<file path="config.mk">
export PLATFORM = sky130hd
export DESIGN_NAME = jtglfgreat_adc_flat
export DESIGN_NICKNAME = d
export VERILOG_FILES = /design/src/rtl/jtglfgreat_adc_if.sv /design/src/rtl/jtglfgreat_adc.sv /design/src/flat_wrapper.sv
export SDC_FILE = /design/constraint.sdc
export NUM_CORES = 1
export LEC_CHECK = 0
export BUFFER_PORTS_ARGS = -buffer_cell sky130_fd_sc_hd__buf_2
export CAP_MARGIN = 25
export CORE_MARGIN = 8
export CORE_UTILIZATION = 50
export CTS_CLUSTER_SIZE = 30
export DETAILED_ROUTE_END_ITERATION = 10
export PLACE_DENSITY = 0.75
export SLEW_MARGIN = 20
export SYNTH_ARGS = -nofsm -noshare
export SYNTH_HDL_FRONTEND = slang
export SYNTH_SLANG_ARGS = --single-unit
</file>
<file path="constraint.sdc">
create_clock -name clk -period 2 [get_ports clk]
set_input_delay 0.4 -clock clk [delete_from_list [all_inputs] [get_ports clk]]
set_output_delay 0.4 -clock clk [all_outputs]
set_load 0.02 [all_outputs]
</file>
<file path="src/rtl/jtglfgreat_adc_if.sv">
// rtl/jtglfgreat_adc_if.sv - CPU-side control/status bus for the Golfing Greed serial ADC
//
// Signals:
//   cpu_cen    CPU clock enable, qualifies every state update in the converter
//   cs, we     control register select and write strobe
//   din[3:0]   control bits: [1:0] channel, [2] start, [3] shift clock
//   adc        serial data / status bit returned to the cabinet input port
//   busy       high while a conversion is running
// Modports: master = CPU / cabinet decoder side, slave = converter side.

interface jtglfgreat_adc_if;
    logic       cpu_cen;
    logic       cs;
    logic       we;
    logic [3:0] din;
    logic       adc;
    logic       busy;

    modport master (
        output cpu_cen,
        output cs,
        output we,
        output din,
        input  adc,
        input  busy
    );

    modport slave (
        input  cpu_cen,
        input  cs,
        input  we,
        input  din,
        output adc,
        output busy
    );
endinterface

</file>
<file path="src/rtl/jtglfgreat_adc.sv">
// rtl/jtglfgreat_adc.sv - serial 4-channel 8-bit ADC model feeding the cabinet adc status bit
//
// Parameters:
//   CONV_LEN   conversion time in cpu_cen ticks (1..255)
// Ports:
//   clk        system clock
//   rst_n      synchronous active-low reset, honoured on every clock edge
//   bus        jtglfgreat_adc_if.slave: cpu_cen, cs, we, din[3:0] in; adc, busy out
//   ana0..ana3 unsigned 8-bit analog channel values
// Build option:
//   JTGLFGREAT_ADC_TRACK_EN  defined: the selected channel is sampled when the
//                            conversion ends; undefined: the channel value is
//                            frozen in a hold register on the start edge.

module jtglfgreat_adc #(
    parameter int CONV_LEN = 64
) (
    input  logic               clk,
    input  logic               rst_n,
    jtglfgreat_adc_if.slave    bus,
    input  logic [7:0]         ana0,
    input  logic [7:0]         ana1,
    input  logic [7:0]         ana2,
    input  logic [7:0]         ana3
);

    typedef enum logic [1:0] {
        IDLE  = 2'd0,
        CONV  = 2'd1,
        SHIFT = 2'd2
    } state_t;

    localparam logic [7:0] CNT_INIT = 8'(CONV_LEN - 1);

    state_t     state;
    logic       start_l;
    logic       sclk_l;
    logic [7:0] sr;
    logic [7:0] cnt;
    logic [3:0] bits;
    logic [7:0] sample;
    logic       adc_r;
    logic       busy_r;

    logic       wr;
    logic       start_edge;
    logic       shift_edge;

    function automatic logic [7:0] pick(input logic [1:0] c);
        case (c)
            2'd0:    pick = ana0;
            2'd1:    pick = ana1;
            2'd2:    pick = ana2;
            default: pick = ana3;
        endcase
    endfunction

    assign wr         = bus.cs & bus.we & bus.cpu_cen;
    assign start_edge = wr & bus.din[2] & ~start_l;
    assign shift_edge = wr & bus.din[3] & ~sclk_l;

`ifdef JTGLFGREAT_ADC_TRACK_EN
    // Tracking converter: the channel number is kept and the live input is
    // read at the end of the conversion.
    logic [1:0] ch;
    assign sample = pick(ch);
`else
    // Non-tracking converter: the channel value itself is what must survive
    // the conversion, so the held byte replaces the channel number.
    logic [7:0] hold;
    assign sample = hold;
`endif

    always_ff @(posedge clk) begin
        if (!rst_n) begin
            state   <= IDLE;
            start_l <= 1'b0;
            sclk_l  <= 1'b0;
            sr      <= 8'hFF;
            cnt     <= 8'd0;
            bits    <= 4'd0;
            adc_r   <= 1'b1;
            busy_r  <= 1'b0;
`ifdef JTGLFGREAT_ADC_TRACK_EN
            ch      <= 2'd0;
`else
            hold    <= 8'd0;
`endif
        end else if (bus.cpu_cen) begin
            if (wr) begin
                start_l <= bus.din[2];
                sclk_l  <= bus.din[3];
            end
            // A start edge restarts from any state and swallows a shift edge
            // carried by the same write.
            if (start_edge) begin
`ifdef JTGLFGREAT_ADC_TRACK_EN
                ch     <= bus.din[1:0];
`else
                hold   <= pick(bus.din[1:0]);
`endif
                cnt    <= CNT_INIT;
                state  <= CONV;
                busy_r <= 1'b1;
                adc_r  <= 1'b0;
            end else begin
                case (state)
                    CONV: begin
                        // Compare before decrementing so cnt never wraps.
                        if (cnt == 8'd0) begin
                            sr     <= sample;
                            bits   <= 4'd8;
                            state  <= SHIFT;
                            busy_r <= 1'b0;
                            adc_r  <= sample[7];
                        end else begin
                            cnt <= cnt - 8'd1;
                        end
                    end
                    SHIFT: begin
                        if (shift_edge) begin
                            sr   <= {sr[6:0], 1'b1};
                            bits <= bits - 4'd1;
                            if (bits == 4'd1) begin
                                state <= IDLE;
                                adc_r <= 1'b1;
                            end else begin
                                adc_r <= sr[6];
                            end
                        end
                    end
                    default: begin
                    end
                endcase
            end
        end
    end

    assign bus.adc  = adc_r;
    assign bus.busy = busy_r;

endmodule

</file>
<file path="src/flat_wrapper.sv">
// flat-port wrapper written by rule: the top's interface ports become plain ports
module jtglfgreat_adc_flat 
#(
    parameter int CONV_LEN = 64
)
  (clk, rst_n, ana0, ana1, ana2, ana3, bus_cpu_cen, bus_cs, bus_we, bus_din, bus_adc, bus_busy);
  jtglfgreat_adc_if bus_i ();
  input  logic clk;
  input  logic rst_n;
  input  logic [7:0] ana0;
  input  logic [7:0] ana1;
  input  logic [7:0] ana2;
  input  logic [7:0] ana3;
  input wire logic [$bits(bus_i.cpu_cen)-1:0] bus_cpu_cen;
  input wire logic [$bits(bus_i.cs)-1:0] bus_cs;
  input wire logic [$bits(bus_i.we)-1:0] bus_we;
  input wire logic [$bits(bus_i.din)-1:0] bus_din;
  output wire logic [$bits(bus_i.adc)-1:0] bus_adc;
  output wire logic [$bits(bus_i.busy)-1:0] bus_busy;
  assign bus_i.cpu_cen = bus_cpu_cen;
  assign bus_i.cs = bus_cs;
  assign bus_i.we = bus_we;
  assign bus_i.din = bus_din;
  assign bus_adc = bus_i.adc;
  assign bus_busy = bus_i.busy;
  jtglfgreat_adc #(.CONV_LEN(CONV_LEN)) u_core (.clk(clk), .rst_n(rst_n), .bus(bus_i), .ana0(ana0), .ana1(ana1), .ana2(ana2), .ana3(ana3));
endmodule
</file>
==> metrics.json <==
{
  "timing": {
    "final-setup-viol-count": 0,
    "worstMarginPinSlew_ns": 0.685,
    "post_layout_minimum_cycle_time_ns": 1.88,
    "worst_clock_skew_ns": 0.0181,
    "timing.final.crit_share": 0.941,
    "max_clock_freq_mhz": 531,
    "hold-worst-slack_ns": 0.306,
    "timing.final.hold_violations": 0,
    "timing_max_transition_violations_final": 0,
    "timing.slew.headroom": 0.543
  },
  "synth": {
    "syn-mean-instance-area_um2": 9.37,
    "yosys-top-cells-count": "sky130_fd_sc_hd__dfxtp_1 (33), sky130_fd_sc_hd__a21oi_1 (18), sky130_fd_sc_hd__nand2_1 (18), sky130_fd_sc_hd__o21ai_0 (11)",
    "synth.top_cells.by_area": "sky130_fd_sc_hd__dfxtp_1 (37%), sky130_fd_sc_hd__mux4_2 (10%), sky130_fd_sc_hd__a21oi_1 (5.0%)",
    "synth.most_common_cell": "sky130_fd_sc_hd__dfxtp_1",
    "top_flip_flop_cell_by_instance_count_after_synthesis": "sky130_fd_sc_hd__dfxtp_1",
    "synthCells": 193,
    "syn-num-nets": 240,
    "netlist.top_cell.by_area": "sky130_fd_sc_hd__dfxtp_1",
    "yosysTopAreaCellShare": 0.365,
    "ys_types": 49,
    "synth.yosys.seq_area_share": 0.365,
    "postSynth.asyncResetShare": 0,
    "ys_ff_latch": 33,
    "ys.warnings.count": 0,
    "post_synth_instance_area_um2": 1810,
    "synth-edff-count": 0
  },
  "hold_path": {
    "min-delay-path-class": "in2reg"
  },
  "setup_path": {
    "timing_worst_setup_path_type": "reg2reg",
    "crit_path_start": "u_core.cnt[1]",
    "critical_path_arrival_ns": 2.10,
    "ff2ff_setup_slack_ns": 0.12,
    "regToRegStartpoint": "u_core.cnt[1]",
    "regToRegEndpoint": "u_core.cnt[4]",
    "critPathRequiredTime_ns": 2.22,
    "critical_path.max_fanout": 3,
    "endpoint": "u_core.cnt[4]",
    "worst-r2r-cell-count": 7,
    "crit_path_end_kind": "flip-flop",
    "worst_setup_path_start_kind": "flip-flop"
  },
  "detailed_routing": {
    "antenna_violating_nets_post_route": 0,
    "drc_errors": 0,
    "wirelength_um": 4240,
    "first_drt_pass_iteration_count": 4,
    "route.vias.total": 1630,
    "detail_route.iter0.violations": 112,
    "post_drt_wl_per_cell_um": 14.8,
    "number_of_vias_per_cell": 5.68
  },
  "clock_network": {
    "tritoncts": "done",
    "h-tree-depth": 2,
    "clk_pin_slew_worst_setup_hold_paths_ns": 0.12,
    "tritoncts.num_buffers": 5,
    "cts-root-buf": "sky130_fd_sc_hd__clkbuf_4",
    "hold_buffers": 0,
    "worst_skew_pair.late_latency_ns": 0.35,
    "numClockSinks": 33,
    "clock_path_buffers": 2
  },
  "power_and_ir_drop": {
    "leakage_nw": 0.835,
    "power.density_cell_area_nw_per_um2": 615,
    "final_total_power_w": 0.00135,
    "vdd.ir_drop.worst_mv": 0.335
  },
  "die": {
    "fp.dieArea_um2": 5800,
    "die-width_um": 76.2,
    "placement_rows": 22,
    "floorplan.initialDensity": 0.506,
    "core_area_um2": 3580,
    "io_pins": 43,
    "die_height_um": 76.2
  },
  "placed_design": {
    "gp_congestion": 0.829,
    "placement.io_buffers": 42,
    "placedCellCount": 278,
    "post-dp-hpwl_um": 3160
  },
  "finish": {
    "final_net_count": 285,
    "growth_of_design_area_from_synthesis_to_finish_pct": 21.6,
    "layout.core_utilization": 0.615,
    "final_layout_size_suffix_gt1_frac": 0.339,
    "antenna_cells": 0,
    "final.fill_count": 317,
    "regArea_um2": 661,
    "multi_input_area_um2": 1090,
    "final_cells": 287
  },
  "flow_run": {
    "max-cap-violations": 0
  },
  "outcome": {
    "run_status": "finished, final reports clean"
  },
  "global_routing": {
    "antenna_found_initial": 0,
    "grt_pass1_wl_um": 7140,
    "grt_overflow": 0,
    "first_global_vias": 1614,
    "total_routing_usage_reported_by_global_routing": 0.147,
    "grt_max_degree": 21
  }
}
==> repair_timing <==
item / CTS / global route
resized for setup: 0 / 7
setup buffers: 0 / 1
setup endpoints to repair: 0 / 5
==> metrics by stage <==
stage	instance area (um^2)	setup TNS (ns)	setup WS, ns
after floorplan	1810	0	0.303
after global placement	2080	0	0.147
after detailed placement	2080	0	0.0700
after CTS	2150	0	0.0306
after global routing	2200	-0.0290	-0.0290
final	2200	0	0.118
==> where the power goes <==
| group | switching, W | internal [W] |
|---|---|---|
| Sequential | 0.0000160 | 0.000679 |
| Combinational | 0.000103 | 0.000112 |
| Clock | 0.000239 | 0.000204 |
| Total | 0.000358 | 0.000995 |
==> how the worst min path moves through the flow <==
stage	from	to	cells after the start
after CTS	bus_din[3]	u_core.sclk_l	3
after floorplan	u_core.hold[1]	u_core.hold[1]	2
final	bus_din[3]	u_core.sclk_l	3
after global routing	bus_din[3]	u_core.sclk_l	3
after detailed placement	u_core.hold[5]	u_core.hold[5]	2
after global placement	u_core.hold[2]	u_core.hold[2]	2
==> cell families (layout without fill, tap and decap cells) <==
group           after synthesis  in the layout  synth area share
compound gates               60             60             0.225
simple gates                 52             52             0.158
flops                        33             33             0.365
mux                          16             16             0.144
xor+xnor                      2              2           0.00968
fa+ha+maj                     6              6            0.0415
buf+inv                      24             70            0.0560
==> layer usage <==
layer | part of all wire | GRT usage | routed length, um | vias up
met5 | 0 | 0 | 0 | -
met4 | 0.025 | 0.0692 | 105 | 0
met3 | 0.061 | 0.0507 | 257 | 8
li1 | - | - | - | 819
met1 | 0.48 | 0.183 | 2030 | 739
met2 | 0.43 | 0.222 | 1840 | 64
==> worst max-delay path, stage by stage, from the launching register on <==
cell and delay [ns]:
sky130_fd_sc_hd__dfxtp_1 0.37, sky130_fd_sc_hd__inv_1 0.07, sky130_fd_sc_hd__ha_1 0.19, sky130_fd_sc_hd__nor3b_2 0.17, sky130_fd_sc_hd__buf_4 0.14, sky130_fd_sc_hd__a2111oi_0 0.52, sky130_fd_sc_hd__xnor2_1 0.20, sky130_fd_sc_hd__a21oi_1 0.10
==> cell type report <==
type / instances / share of cell area
clock buffer: 7 / 0.0296
clock inverter: 1 / 0.00227
inverter: 10 / 0.0171
multi-input combinational: 136 / 0.494
sequential: 33 / 0.300
tap: 48 / 0.0273
timing repair buffer: 52 / 0.130
==> cells in the final DEF, fill, tap and decap left out, types with 8 or more instances in the layout <==
cell	netlist	final
sky130_fd_sc_hd__a21oi_1	18	18
sky130_fd_sc_hd__nor2_1	8	8
sky130_fd_sc_hd__buf_2	2	42
sky130_fd_sc_hd__dfxtp_1	33	33
sky130_fd_sc_hd__mux4_2	8	8
sky130_fd_sc_hd__mux2i_1	8	8
sky130_fd_sc_hd__inv_1	10	10
sky130_fd_sc_hd__buf_4	0	10
sky130_fd_sc_hd__nand2_1	18	18
sky130_fd_sc_hd__o21ai_0	11	11
==> registers in the layout, indices dropped and copies added (netlist names) <==
register         count
u_core.bus.adc       1
u_core.bus.busy      1
u_core.state         2
u_core.hold          8
u_core.bits          4
u_core.start_l       1
u_core.sclk_l        1
u_core.cnt           8
u_core.sr            7
Power figures use the tool's default switching activity.
